--- src/rtl/canon_pkg.sv ---
// rtl/canon_pkg.sv - shared timebase types, defaults and ground-bass table
package canon_pkg;

    typedef enum logic [1:0] {
        IDLE  = 2'd0,
        RUN   = 2'd1,
        PAUSE = 2'd2
    } seq_state_t;

    localparam int DEFAULT_CROTCHET_CYCLES      = 10_972_500;
    localparam int DEFAULT_CROTCHETS_PER_PHRASE = 32;

    // Semitone offsets from D: D A B F# G D G A
    localparam logic [3:0] GROUND_BASS [8] = '{
        4'd0, 4'd7, 4'd9, 4'd4, 4'd5, 4'd0, 4'd5, 4'd7
    };

    function automatic logic [3:0] ground_note(input logic [2:0] idx);
        return GROUND_BASS[idx];
    endfunction

endpackage

--- src/rtl/beat_divider.sv ---
// rtl/beat_divider.sv - crotchet cycle counter with terminal and half-point strobes
module beat_divider
    import canon_pkg::*;
#(
    parameter int CROTCHET_CYCLES = DEFAULT_CROTCHET_CYCLES,
    parameter int CYC_W           = 24
) (
    input  logic clk,
    input  logic rst_n,
    input  logic i_clear,
    input  logic i_count,
    output logic o_terminal,
    output logic o_half
);

    localparam logic [CYC_W-1:0] TERM     = CYC_W'(CROTCHET_CYCLES - 1);
    // Strobe one count early so the registered quaver lines up with cyc==CROTCHET_CYCLES/2
    localparam logic [CYC_W-1:0] HALF_PRE = CYC_W'(CROTCHET_CYCLES / 2 - 1);

    logic [CYC_W-1:0] r_cyc;

    always_ff @(posedge clk) begin
        if (!rst_n) begin
            r_cyc <= '0;
        end else if (i_clear) begin
            r_cyc <= '0;
        end else if (i_count) begin
            r_cyc <= o_terminal ? '0 : r_cyc + CYC_W'(1);
        end
    end

    assign o_terminal = (r_cyc == TERM);
    assign o_half     = (r_cyc == HALF_PRE);

endmodule

--- src/rtl/beat_sequencer.sv ---
// rtl/beat_sequencer.sv - musical timebase: crotchet/quaver/phrase strobes, beat/bar and ground bass
module beat_sequencer
    import canon_pkg::*;
#(
    parameter int CROTCHET_CYCLES      = DEFAULT_CROTCHET_CYCLES,
    parameter int CROTCHETS_PER_PHRASE = DEFAULT_CROTCHETS_PER_PHRASE,
    parameter int CYC_W                = 24
) (
    input  logic       clk,
    input  logic       rst_n,
    input  logic       enable,
    input  logic       restart,
    output logic       crotchet,
    output logic       quaver,
    output logic       phrase,
    output logic [5:0] beat,
    output logic [3:0] bar,
    output logic [3:0] bass_note
);

    localparam logic [5:0] BEAT_LAST = 6'(CROTCHETS_PER_PHRASE - 1);

    seq_state_t r_state;
    seq_state_t w_state_next;

    logic       w_clear;
    logic       w_count;
    logic       w_start;
    logic       w_terminal;
    logic       w_half;
    logic       w_wrap;
    logic [5:0] w_beat_next;

    logic       r_crotchet;
    logic       r_quaver;
    logic       r_phrase;
    logic [5:0] r_beat;
    logic [3:0] r_bar;
    logic [3:0] r_bass;

    beat_divider #(
        .CROTCHET_CYCLES (CROTCHET_CYCLES),
        .CYC_W           (CYC_W)
    ) u_divider (
        .clk        (clk),
        .rst_n      (rst_n),
        .i_clear    (w_clear),
        .i_count    (w_count),
        .o_terminal (w_terminal),
        .o_half     (w_half)
    );

    always_ff @(posedge clk) begin
        if (!rst_n) begin
            r_state <= IDLE;
        end else begin
            r_state <= w_state_next;
        end
    end

    // A paused sequencer counts on the resume edge itself, so a frozen terminal fires at once.
    always_comb begin
        w_state_next = r_state;
        w_clear      = 1'b0;
        w_count      = 1'b0;
        w_start      = 1'b0;
        if (restart) begin
            w_clear = 1'b1;
            if (enable) begin
                w_state_next = RUN;
                w_start      = 1'b1;
            end else begin
                w_state_next = IDLE;
            end
        end else begin
            case (r_state)
                IDLE: begin
                    w_clear = 1'b1;
                    if (enable) begin
                        w_state_next = RUN;
                        w_start      = 1'b1;
                    end
                end
                RUN: begin
                    if (enable) begin
                        w_count = 1'b1;
                    end else begin
                        w_state_next = PAUSE;
                    end
                end
                PAUSE: begin
                    if (enable) begin
                        w_state_next = RUN;
                        w_count      = 1'b1;
                    end
                end
                default: begin
                    w_state_next = IDLE;
                    w_clear      = 1'b1;
                end
            endcase
        end
    end

    assign w_wrap = w_count && w_terminal;

    always_comb begin
        w_beat_next = r_beat;
        if (w_clear) begin
            w_beat_next = '0;
        end else if (w_wrap) begin
            w_beat_next = (r_beat + 6'd1) & BEAT_LAST;
        end
    end

    always_ff @(posedge clk) begin
        if (!rst_n) begin
            r_crotchet <= 1'b0;
            r_quaver   <= 1'b0;
            r_phrase   <= 1'b0;
            r_beat     <= '0;
            r_bar      <= '0;
            r_bass     <= '0;
        end else begin
            r_crotchet <= w_start || w_wrap;
            r_quaver   <= w_start || w_wrap || (w_count && w_half);
            r_phrase   <= w_wrap && (r_beat == BEAT_LAST);
            r_beat     <= w_beat_next;
            r_bar      <= w_beat_next[5:2];
            r_bass     <= ground_note(w_beat_next[2:0]);
        end
    end

    assign crotchet  = r_crotchet;
    assign quaver    = r_quaver;
    assign phrase    = r_phrase;
    assign beat      = r_beat;
    assign bar       = r_bar;
    assign bass_note = r_bass;

endmodule
--- config.mk ---
export PLATFORM = sky130hd
export DESIGN_NAME = beat_sequencer
export DESIGN_NICKNAME = d
export VERILOG_FILES = /design/src/rtl/canon_pkg.sv /design/src/rtl/beat_divider.sv /design/src/rtl/beat_sequencer.sv
export SDC_FILE = /design/constraint.sdc
export NUM_CORES = 1
export LEC_CHECK = 0
export BUFFER_PORTS_ARGS = -buffer_cell sky130_fd_sc_hd__buf_4
export CAP_MARGIN = 20
export CORE_ASPECT_RATIO = 0.9
export CORE_UTILIZATION = 58
export CTS_CLUSTER_SIZE = 24
export DETAILED_ROUTE_END_ITERATION = 7
export PLACE_DENSITY = 0.75
export SLEW_MARGIN = 20
export SYNTH_ARGS = -nofsm -noshare
export SYNTH_HDL_FRONTEND = slang
export SYNTH_SLANG_ARGS = --single-unit
export TNS_END_PERCENT = 20
--- constraint.sdc ---
create_clock -name clk -period 7.9 [get_ports clk]
set_clock_uncertainty 0.05 [all_clocks]
set_input_delay 1.58 -clock clk [delete_from_list [all_inputs] [get_ports clk]]
set_output_delay 1.58 -clock clk [all_outputs]
set_load 0.02 [all_outputs]
Word-level counts from Yosys, hierarchy flattened
Memory sizes are Yosys's and may differ from the RTL's. A register that Yosys moved wholly into a read port is not among the register bits.
Index checks and enable logic that the tools add are counted.
Word-level totals
  input bits: 4
  bits in latches: 0
  memory bits (writable): 0
  output and inout bits: 17
  ROM bits: 32
  logic and storage cells: 45
  flip-flop bits (word level): 39
  memories: 1
Memories
  (name not given): depth 8, bits a word 4, rd ports 1, clocked after memory_dff 1, wr ports 0, RTL line canon_pkg.sv:19  | return GROUND_BASS[idx];
Cells by class
  div/mod/pow operators: 0
  eq/ne operators: 7
  multipliers: 0
  reductions and logical operators: 11
  magnitude comparators: 0
  mux-type cells: 15
  $add $sub $neg: 2
  bitwise gates (word level): 2
  shifts and indexed selects: 0
Operators with widths (number)
  24-bit by 1-bit adder with 24-bit output, second input constant: 1
  24-bit by 23-bit equality test with 1-bit output, second input constant: 1
  24-bit equality test, second input constant: 1
  24-bit two-way mux: 1
  6-bit two-way mux: 2
  1-bit two-way mux: 8
  6-bit by 5-bit equality test with 1-bit output, second input constant: 1
  2-bit two-way mux: 3
  2-bit OR reduction: 3
  5-bit by 1-bit adder with 5-bit output, second input constant: 1
  3-bit inverter with 4-bit output: 1
  2-bit one-hot mux with 2 select lines: 1
  1-bit logical AND: 3
  3-bit by 1-bit inequality test with 1-bit output, second input constant: 1
  3-bit inequality test, second input constant: 1
  2-bit by 1-bit equality test with 1-bit output, second input constant: 1
  2-bit equality test, second input constant: 1
  2-bit logical NOT: 1
  1-bit logical OR: 2
  2-bit AND reduction: 1
  1-bit logical NOT: 1
  1-bit inverter: 1

Longest topological paths before layout
Gate-level depths: netlist (run 1).
  depth after elaboration: 8
  mapped depth: 12
  mapped depth without buffers: 12

Cells and area by module
From an unflattened synthesis (run 1), not the netlist that was laid out.
Second synthesis, totals
  cell total of the unflattened synthesis: 244
  area total of the unflattened synthesis: 2062.0 um2
By module, submodules not included
  beat_divider: sequential area each 480.5 um2, area each 1258.7 um2, times used 1, cells an instance 154
  beat_sequencer: sequential area each 280.3 um2, area each 803.3 um2, times used 1, cells an instance 90

Worst setup path after synthesis (run 1)
OpenSTA, ideal clock, no wires.
  path type: input-to-reg
  start: input enable
  end: register r_bass[2] (netlist: bass_note[2])
  path slack: 4.312 ns
  path buffers: 1
  data required time: 7.729 ns
  arrival: 3.417 ns
  cell stages on the path: 12
  library setup time: 0.121 ns
  path through: buf_4 and4bb_2 nand3_2 nor2_1 mux2i_1 nand2b_1 ha_1 nand2b_1 o21ai_0 nand2_1 a21oi_1 mux2_2
Between the ends
  longest elaborated chain between the ends: 7
RTL lines
  from (decl): RTL line beat_sequencer.sv:11  | input logic enable,
  1-bit two-way mux: RTL line beat_sequencer.sv:85, beat_sequencer.sv:92
  1-bit two-way mux
  1-bit two-way mux: RTL line beat_sequencer.sv:67  | if (restart) begin
  1-bit logical AND: RTL line beat_sequencer.sv:105  | assign w_wrap = w_count && w_terminal;
  6-bit two-way mux: RTL line beat_sequencer.sv:111  | end else if (w_wrap) begin
  6-bit two-way mux: RTL line beat_sequencer.sv:109  | if (w_clear) begin
  3-bit inverter with 4-bit output (not written as such): RTL line canon_pkg.sv:19
  to (decl): RTL line beat_sequencer.sv:39  | logic [3:0] r_bass;
No other way between the ends.
A chain may end at the register's enable or synchronous reset.

Final worst setup path (run 1)
Same ends and word-level chain as after synthesis.

==> results of run 1 <==
==> layer usage <==
metal	GRT usage (%)	routed length, um	vias up
met5	0	0	-
li1	-	-	859
met2	33.9	1740	47
met3	6.78	196	4
met1	34.6	2190	783
met4	10.5	51	0
==> worst max path at each step <==
| stage | start | to | slack (ps) | cells past startpoint |
|---|---|---|---|---|
| after floorplan | enable | bass_note[2] | 4310 | 12 |
| after global placement | enable | bass_note[2] | 4190 | 12 |
| after detailed placement | enable | bass_note[2] | 4110 | 12 |
| after CTS | enable | bass_note[2] | 4430 | 12 |
| after global routing | enable | bass_note[2] | 4270 | 12 |
| final | enable | bass_note[2] | 4410 | 12 |
==> layout by cell type, fill, tap and decap left out, drive strengths merged, types with 2 or more instances in the layout <==
cell     n
a21oi    5
and2     2
and3     3
and4     3
and4bb   3
buf     19
clkbuf   7
conb     2
dfxtp   38
ha      11
inv      7
mux2i    6
nand2   20
nand2b   7
nand3   12
nand4    8
nor2    33
nor3     7
nor4     9
nor4b    2
o21a     3
o21ai    9
or3      3
xnor2   14
xor2     8
==> final cells by class <==
type                       instances  share of cell area [%]
tap                               44                    2.40
clock buffer                       7                    3.76
multi-input combinational        183                    53.2
timing repair buffer              19                    6.21
inverter                           7                    1.14
clock inverter                     1                   0.218
sequential                        38                    33.1
==> flip-flops by register name, indices dropped and copies added, names as in the netlist <==
signal,count
bass_note,4
beat,5
crotchet,1
phrase,1
quaver,1
r_state,2
u_divider.r_cyc,24
==> logic make-up after synthesis <==
family | Yosys count | synth area share (%)
buf+inv | 17 | 4.36
xor+xnor | 22 | 9.32
compound gates | 21 | 6.17
mux | 7 | 3.45
other cells | 1 | 0.181
simple gates | 120 | 33.1
fa+ha+maj | 11 | 6.65
flops | 38 | 36.8
==> through the flow <==
step	cell area (sq um)	hold WS, ps	power [uW]
2_1_floorplan	2070	414	211
3_3_place_gp	2210	438	215
3_5_place_dp	2210	443	216
4_1_cts	2300	452	355
5_1_grt	2300	468	365
6_report	2300	443	351
==> where the power goes <==
group | total [uW] | internal, uW | switching (uW)
Sequential | 194 | 193 | 0.826
Clock | 140 | 70.4 | 69.7
Combinational | 17.5 | 6.28 | 11.2
Total | 351 | 269 | 81.7
==> worst max-delay path, delay by kind of cell <==
| family | cells | cell delay (ps) |
|---|---|---|
| buffers and inverters | 1 | 130 |
| muxes | 2 | 560 |
| adders and majority gates | 1 | 180 |
| and+or+nand+nor | 6 | 1040 |
| AOI/OAI and AO/OA | 2 | 140 |
==> flow_summary.json, run 1 <==
{
  "netlist_instances": 237,
  "setup_ws_ps": 4410,
  "ff2ff_path_depth": 12,
  "synth_edf_count": 0,
  "wl_um": 4180,
  "synthToLayoutAreaGrowth_pct": 11.1,
  "grt_pass1_wl_um": 6820,
  "post-cts-setup-buffers": 0,
  "grt_antenna_before_repair": 0,
  "grtUsageTotal_pct": 24.3,
  "die_x_um": 64.9,
  "fill_cells": 297,
  "endpoint_kind": "flip-flop",
  "period_share_pct": 44.1,
  "dp_hpwl_um": 3100,
  "p_per_area_nw_per_um2": 153,
  "vias_per_cell": 5.66,
  "hold_violations": 0,
  "fin_crit_ps": 3490,
  "grt_overflow": 0,
  "numClockSinks": 38,
  "syn_area_sq_um": 2070,
  "worstHoldStart": "r_state[0]",
  "clockBufferDepth": 2,
  "antenna_left": 0,
  "nets": 269,
  "h-tree-depth": 2,
  "dr.pass1.iters": 4,
  "synthFlopType": "dfxtp_1",
  "drv_slew": 0,
  "drive_gt1_share_pct": 15.3,
  "cts_buffers": 5,
  "dieHeight_um": 58.7,
  "start_util_pct": 60.8,
  "hold_buffers": 0,
  "seq_area_frac_synth_pct": 36.8,
  "cts_tree": "yes",
  "diodes": 0,
  "pre_cts_ws_ps": 4110,
  "postSynthAreaPerCell_sq_um": 8.73,
  "floorplan.die_area_sq_um": 3810,
  "netlist_top_cells_count": "dfxtp_1 (38), nor2_1 (33), nand2_1 (20)",
  "rrSetupSlack_ps": 5220,
  "post_drt_wl_per_cell_um": 14.0,
  "worstMarginPinSlew_ps": 631,
  "worst_path_largest_cell_delay_ps": 300,
  "post-route-util_pct": 67.5,
  "vdd_drop_max_uv": 111,
  "tns_ps": 0,
  "drt-initial-drc-count": 146,
  "cts_resized": 0,
  "io_pins": 21,
  "max_slew_margin_pct": 57.7,
  "max_cap_violations": 0,
  "core_area_sq_um": 3400,
  "vias": 1693,
  "leakagePower_uw": 0.000787,
  "critPathKind": "in -> reg",
  "crit_slowest_cell": "mux2i_1",
  "start_kind": "input pin",
  "placed_cells": 291,
  "hp-class": "reg -> reg",
  "crit_arrival_ps": 3630,
  "rsz0062_at_grt": "false",
  "setup_viol": 0,
  "hold_end": "r_state[0]",
  "cts_root_buffer": "clkbuf_8",
  "fp-row-count": 20,
  "ys_top_cells_by_area": "dfxtp_1 (37%), ha_1 (6.7%), nor2_1 (6.0%)",
  "yosys.area.top_type": "dfxtp_1",
  "crit_fanout": 9,
  "max_freq_ghz": 0.287,
  "worstSkewPairLatency_ps": 300,
  "synth.distinct_cells": 46,
  "synthArstFlopShare_pct": 0,
  "path_cells": "buf_4, and4bb_2, nand3_2, nor2_1, mux2i_1, nand2b_1, ha_1, nand2b_1, o21ai_0, nand2_1, a21oi_1, mux2_2",
  "synthDominantCellAreaShare_pct": 36.8,
  "worstReg2RegStart": "u_divider.r_cyc[0]",
  "hold_depth": 2,
  "ys_warn_count": 0,
  "crit_top_cell": "nand2b_1",
  "synth.most_common_cell": "dfxtp_1",
  "first_global_vias": 1442,
  "yosys_register_bits": 38,
  "gp_congestion": 0.874,
  "r2r-end": "bass_note[2]",
  "seq_area_sq_um": 761,
  "required_ps": 8040,
  "fin_cells": 299,
  "multi_input_area_sq_um": 1220,
  "grt_start_max_net_pins": 18,
  "cts.clk_slew.worst_paths_ps": 70,
  "status": "finished, final reports clean",
  "drcViolationCount": 0,
  "port_buffers": 18
}
(Power assumes the default switching activity.)
==> run 2: changes to the inputs <==
Settings changed: CORE_UTILIZATION 58 to 52, PLACE_DENSITY 0.75 to 0.7.
Clock period 7.9 ns to 3.1 ns, I/O delays scaled along.
==> flow_summary.json, run 2 (synthesized netlist as in run 1, its figures left out) <==
{
  "cts_resized": 0,
  "max_freq_ghz": 0.369,
  "hold_violations": 0,
  "die_x_um": 68.5,
  "status": "finished, final reports clean",
  "hp-class": "reg -> reg",
  "fin_crit_ps": 2710,
  "cts.clk_slew.worst_paths_ps": 70,
  "dr.pass1.iters": 4,
  "vias_per_cell": 5.70,
  "drcViolationCount": 0,
  "core_area_sq_um": 3760,
  "grt_pass1_wl_um": 6810,
  "post-route-util_pct": 60.9,
  "worstMarginPinSlew_ps": 731,
  "worstSkewPairLatency_ps": 290,
  "required_ps": 3240,
  "critPathKind": "reg -> reg",
  "grt_start_max_net_pins": 15,
  "antenna_left": 0,
  "diodes": 0,
  "grt_antenna_before_repair": 0,
  "floorplan.die_area_sq_um": 4230,
  "largest_register": "u_divider.r_cyc",
  "largest_reg_flops": 24,
  "start_util_pct": 55.0,
  "period_share_pct": 87.4,
  "gp_congestion": 0.857,
  "h-tree-depth": 2,
  "mostFrequentLayoutCell": "dfxtp_1",
  "fin_cells": 300,
  "drive_gt1_share_pct": 15.4,
  "dieHeight_um": 61.8,
  "port_buffers": 18,
  "rrSetupSlack_ps": 390,
  "fp-row-count": 21,
  "synthToLayoutAreaGrowth_pct": 10.6,
  "post_drt_wl_per_cell_um": 14.1,
  "endpoint_kind": "flip-flop",
  "post-cts-setup-buffers": 0,
  "final_cell_mix": "dfxtp_1 (38), nor2_1 (33), nand2_1 (20), buf_4 (19), xnor2_1 (14)",
  "drv_slew": 0,
  "tns_ps": 0,
  "grtUsageTotal_pct": 21.9,
  "max_slew_margin_pct": 50.9,
  "cts_tree": "yes",
  "p_per_area_nw_per_um2": 377,
  "placed_cells": 293,
  "vdd_drop_max_uv": 237,
  "first_global_vias": 1428,
  "cts_root_buffer": "clkbuf_8",
  "hold_buffers": 0,
  "fill_cells": 339,
  "setup_viol": 0,
  "grt_overflow": 0,
  "drt-initial-drc-count": 134,
  "dp_hpwl_um": 3050,
  "leakagePower_uw": 0.000783,
  "cts_buffers": 5,
  "nets": 269,
  "crit_fanout": 6,
  "crit_arrival_ps": 2850,
  "vias": 1710,
  "numClockSinks": 38,
  "max_cap_violations": 0,
  "clockBufferDepth": 2,
  "wl_um": 4220,
  "start_kind": "flip-flop",
  "rsz0062_at_grt": "false",
  "io_pins": 21
}
[run 2: path summary, 6_finish.rpt]
path / from / to / cells past startpoint
worst min-delay path: r_state[0] / r_state[0] / 2
worst max-delay path: u_divider.r_cyc[0] / bass_note[2] / 12
worst max register to register: u_divider.r_cyc[0] / bass_note[2] / 12
worst min register to register: r_state[0] / r_state[0] / 2
[run 2: critical path: stages (launching register included)]
cell      delay (ps)
dfxtp_1          400
ha_1             230
and4bb_2         270
nand3_2          130
nor2_1           250
mux2i_1          300
nand2b_1         170
ha_1             170
nand2b_1         120
o21ai_0           90
nand2_1           80
a21oi_1           60
mux2_2           270
[run 2: power by group]
| part | switching, uW | internal (uW) | leakage, uW |
|---|---|---|---|
| registers | 2.27 | 491 | 0.000307 |
| logic | 28.5 | 16.0 | 0.000432 |
| clock network | 173 | 151 | 0.0000438 |
[run 2: metal layers]
layer	wire [um]	GRT usage, %	up-vias
li1	-	-	861
met1	2210	32.5	800
met2	1770	31.7	41
met3	182	4.38	8
met4	58	6.85	0
met5	0	0	-
[run 2: final cells by class]
| type | instances | area (sq um) | area share [%] |
|---|---|---|---|
| inverters | 7 | 26.3 | 1.15 |
| clock buffers | 5 | 68.8 | 3.01 |
| well taps | 46 | 57.6 | 2.52 |
| clock inverters | 2 | 10.0 | 0.438 |
| repair buffers | 19 | 143 | 6.24 |
| flip-flops and latches | 38 | 761 | 33.3 |
| multi-input cells | 183 | 1220 | 53.4 |
[run 2: stage by stage]
stage                     total power, uW  setup WS [ps]  instance area [sq um]  hold slack, ps
after global placement                549            346                   2210             441
after detailed placement              549            272                   2210             444
after CTS                             872            406                   2290             454
after global routing                  902            181                   2290             471
final                                 862            390                   2290             451
after floorplan                       537            472                   2070             414
==> run 3: changes to the inputs <==
Settings changed: SYNTH_HIERARCHICAL set to 1.
==> flow_summary.json, run 3 <==
{
  "netlist_instances": 244,
  "cts_resized": 0,
  "gp_congestion": 0.830,
  "grt_start_max_net_pins": 21,
  "start_kind": "flip-flop",
  "worstHoldStart": "u_divider/r_cyc[23]",
  "drv_slew": 0,
  "drcViolationCount": 0,
  "post_drt_wl_per_cell_um": 13.0,
  "grt_pass1_wl_um": 6500,
  "ys_warn_count": 6,
  "port_buffers": 18,
  "leakagePower_uw": 0.000783,
  "die_x_um": 68.4,
  "syn_area_sq_um": 2060,
  "synth.area.mux_share_pct": 2.55,
  "synth-adder-area-share_pct": 6.67,
  "seq_area_frac_synth_pct": 36.9,
  "drt-initial-drc-count": 110,
  "dieHeight_um": 61.7,
  "largest_reg_flops": 24,
  "synthToLayoutAreaGrowth_pct": 11.6,
  "synth.distinct_cells": 47,
  "grtUsageTotal_pct": 21.6,
  "clockBufferDepth": 2,
  "diodes": 0,
  "yosys.area.top_type": "dfxtp_1",
  "grt_antenna_before_repair": 0,
  "io_pins": 21,
  "period_share_pct": 89.2,
  "worstSkewPairLatency_ps": 290,
  "cts_root_buffer": "clkbuf_8",
  "post-cts-setup-buffers": 0,
  "endpoint_kind": "flip-flop",
  "status": "finished, final reports clean",
  "synthFlopType": "dfxtp_1",
  "first_global_vias": 1394,
  "fin_cells": 308,
  "nets": 276,
  "pre_cts_ws_ps": 369,
  "tns_ps": 0,
  "largest_register": "u_divider/r_cyc",
  "hold_violations": 0,
  "synth_compound_area_share_pct": 14.0,
  "vias_per_cell": 5.59,
  "synth_edf_count": 0,
  "start_util_pct": 54.9,
  "h-tree-depth": 2,
  "total_power_uw": 882,
  "p_per_area_nw_per_um2": 383,
  "placed_cells": 300,
  "cts_tree": "yes",
  "dp_hpwl_um": 2840,
  "crit_fanout": 12,
  "worstReg2RegStart": "r_state[0]",
  "synth_xor_area_share_pct": 4.25,
  "core_area_sq_um": 3760,
  "dr.pass1.iters": 4,
  "ys_top_cells_by_area": "dfxtp_1 (37%), ha_1 (6.7%), nand2_1 (4.2%)",
  "synth_top_family_by_area": "simple AND/OR/NAND/NOR gates",
  "antenna_left": 0,
  "numClockSinks": 38,
  "fp-row-count": 21,
  "crit_arrival_ps": 2940,
  "synthArstFlopShare_pct": 0,
  "wl_um": 3990,
  "synth.most_common_cell": "dfxtp_1",
  "synthDominantCellAreaShare_pct": 36.9,
  "holdWs_ps": 465,
  "vdd_drop_max_uv": 295,
  "hp-class": "reg -> reg",
  "hold_buffers": 0,
  "critPathKind": "reg -> reg",
  "synthSimpleGateAreaFrac_pct": 30.0,
  "setup_viol": 0,
  "vias": 1721,
  "required_ps": 3280,
  "timing.critical_path.from": "r_state[0]",
  "rsz0062_at_grt": "false",
  "postSynthAreaPerCell_sq_um": 8.45,
  "grt_overflow": 0,
  "cts_buffers": 5,
  "max_cap_violations": 0,
  "floorplan.die_area_sq_um": 4220,
  "max_freq_ghz": 0.362,
  "cts.clk_slew.worst_paths_ps": 70,
  "drive_gt1_share_pct": 16.4,
  "yosys_register_bits": 38,
  "final_cell_mix": "dfxtp_1 (38), nand2_1 (23), buf_4 (21), nor2_1 (19)",
  "netlist_top_cells_count": "dfxtp_1 (38), nand2_1 (23), nor2_1 (19)",
  "mostFrequentLayoutCell": "dfxtp_1",
  "fin_crit_ps": 2770,
  "setup_ws_ps": 334
}
[run 3: cell count changes in the layout (fill, tap and decap cells not counted), sizes merged, moves of 5 or more]
| cell | change |
|---|---|
| nor2 | -14 |
| xor2 | -6 |
| or3 | +8 |
| o21ai | +8 |
| or4 | +5 |
| nor4 | -5 |
| xnor2 | -6 |
| a21oi | +15 |
[run 3: worst max-delay path: stages (launching register included)]
cell     delay (ps)
dfxtp_1         380
inv_1            80
ha_1            330
nor2b_2         200
and2_1          240
nand4_2         190
or4_4           590
or4_1           490
a21oi_1         150
[run 3: through the flow]
stage / instance area (sq um) / util [%]
global placement: 2210 / 58.8
detailed placement: 2210 / 58.8
global route: 2300 / 61.2
finish: 2300 / 61.2
CTS: 2300 / 61.2
floorplan: 2070 / -
[run 3: logic make-up after synthesis]
| family | count (synthesis) |
|---|---|
| AND/OR/NAND/NOR | 110 |
| buffers and inverters | 22 |
| adder cells (fa/ha/maj) | 11 |
| other | 1 |
| flip-flops | 38 |
| XOR/XNOR | 10 |
| multiplexers | 4 |
| AO/OA/AOI/OAI | 48 |
[run 3: cell type report]
class	instances	area, sq um
clock buffers	7	86.3
clock inverters	1	5.00
fillers	339	1460
inverters	10	37.5
multi-input cells	185	1200
flip-flops and latches	38	761
well taps	46	57.6
repair buffers	21	158
[run 3: final timing paths]
| kind | end | slack [ps] | cells past startpoint |
|---|---|---|---|
| min reg2reg | u_divider/r_cyc[23] | 460 | 2 |
| min | u_divider/r_cyc[23] | 460 | 2 |
| max reg2reg | u_divider/r_cyc[23] | 330 | 8 |
| max | u_divider/r_cyc[23] | 330 | 8 |
[run 3: layer usage]
layer,track usage [%],share of wire [%]
met3,4.93,5.2
met5,0,0
met4,13.4,1.6
met2,28.3,40
met1,31.5,53
[run 3: power breakdown]
| group | total [uW] | internal, uW | switching (uW) |
|---|---|---|---|
| Clock | 344 | 179 | 165 |
| Combinational | 44.7 | 16.2 | 28.6 |
| Sequential | 493 | 491 | 1.93 |
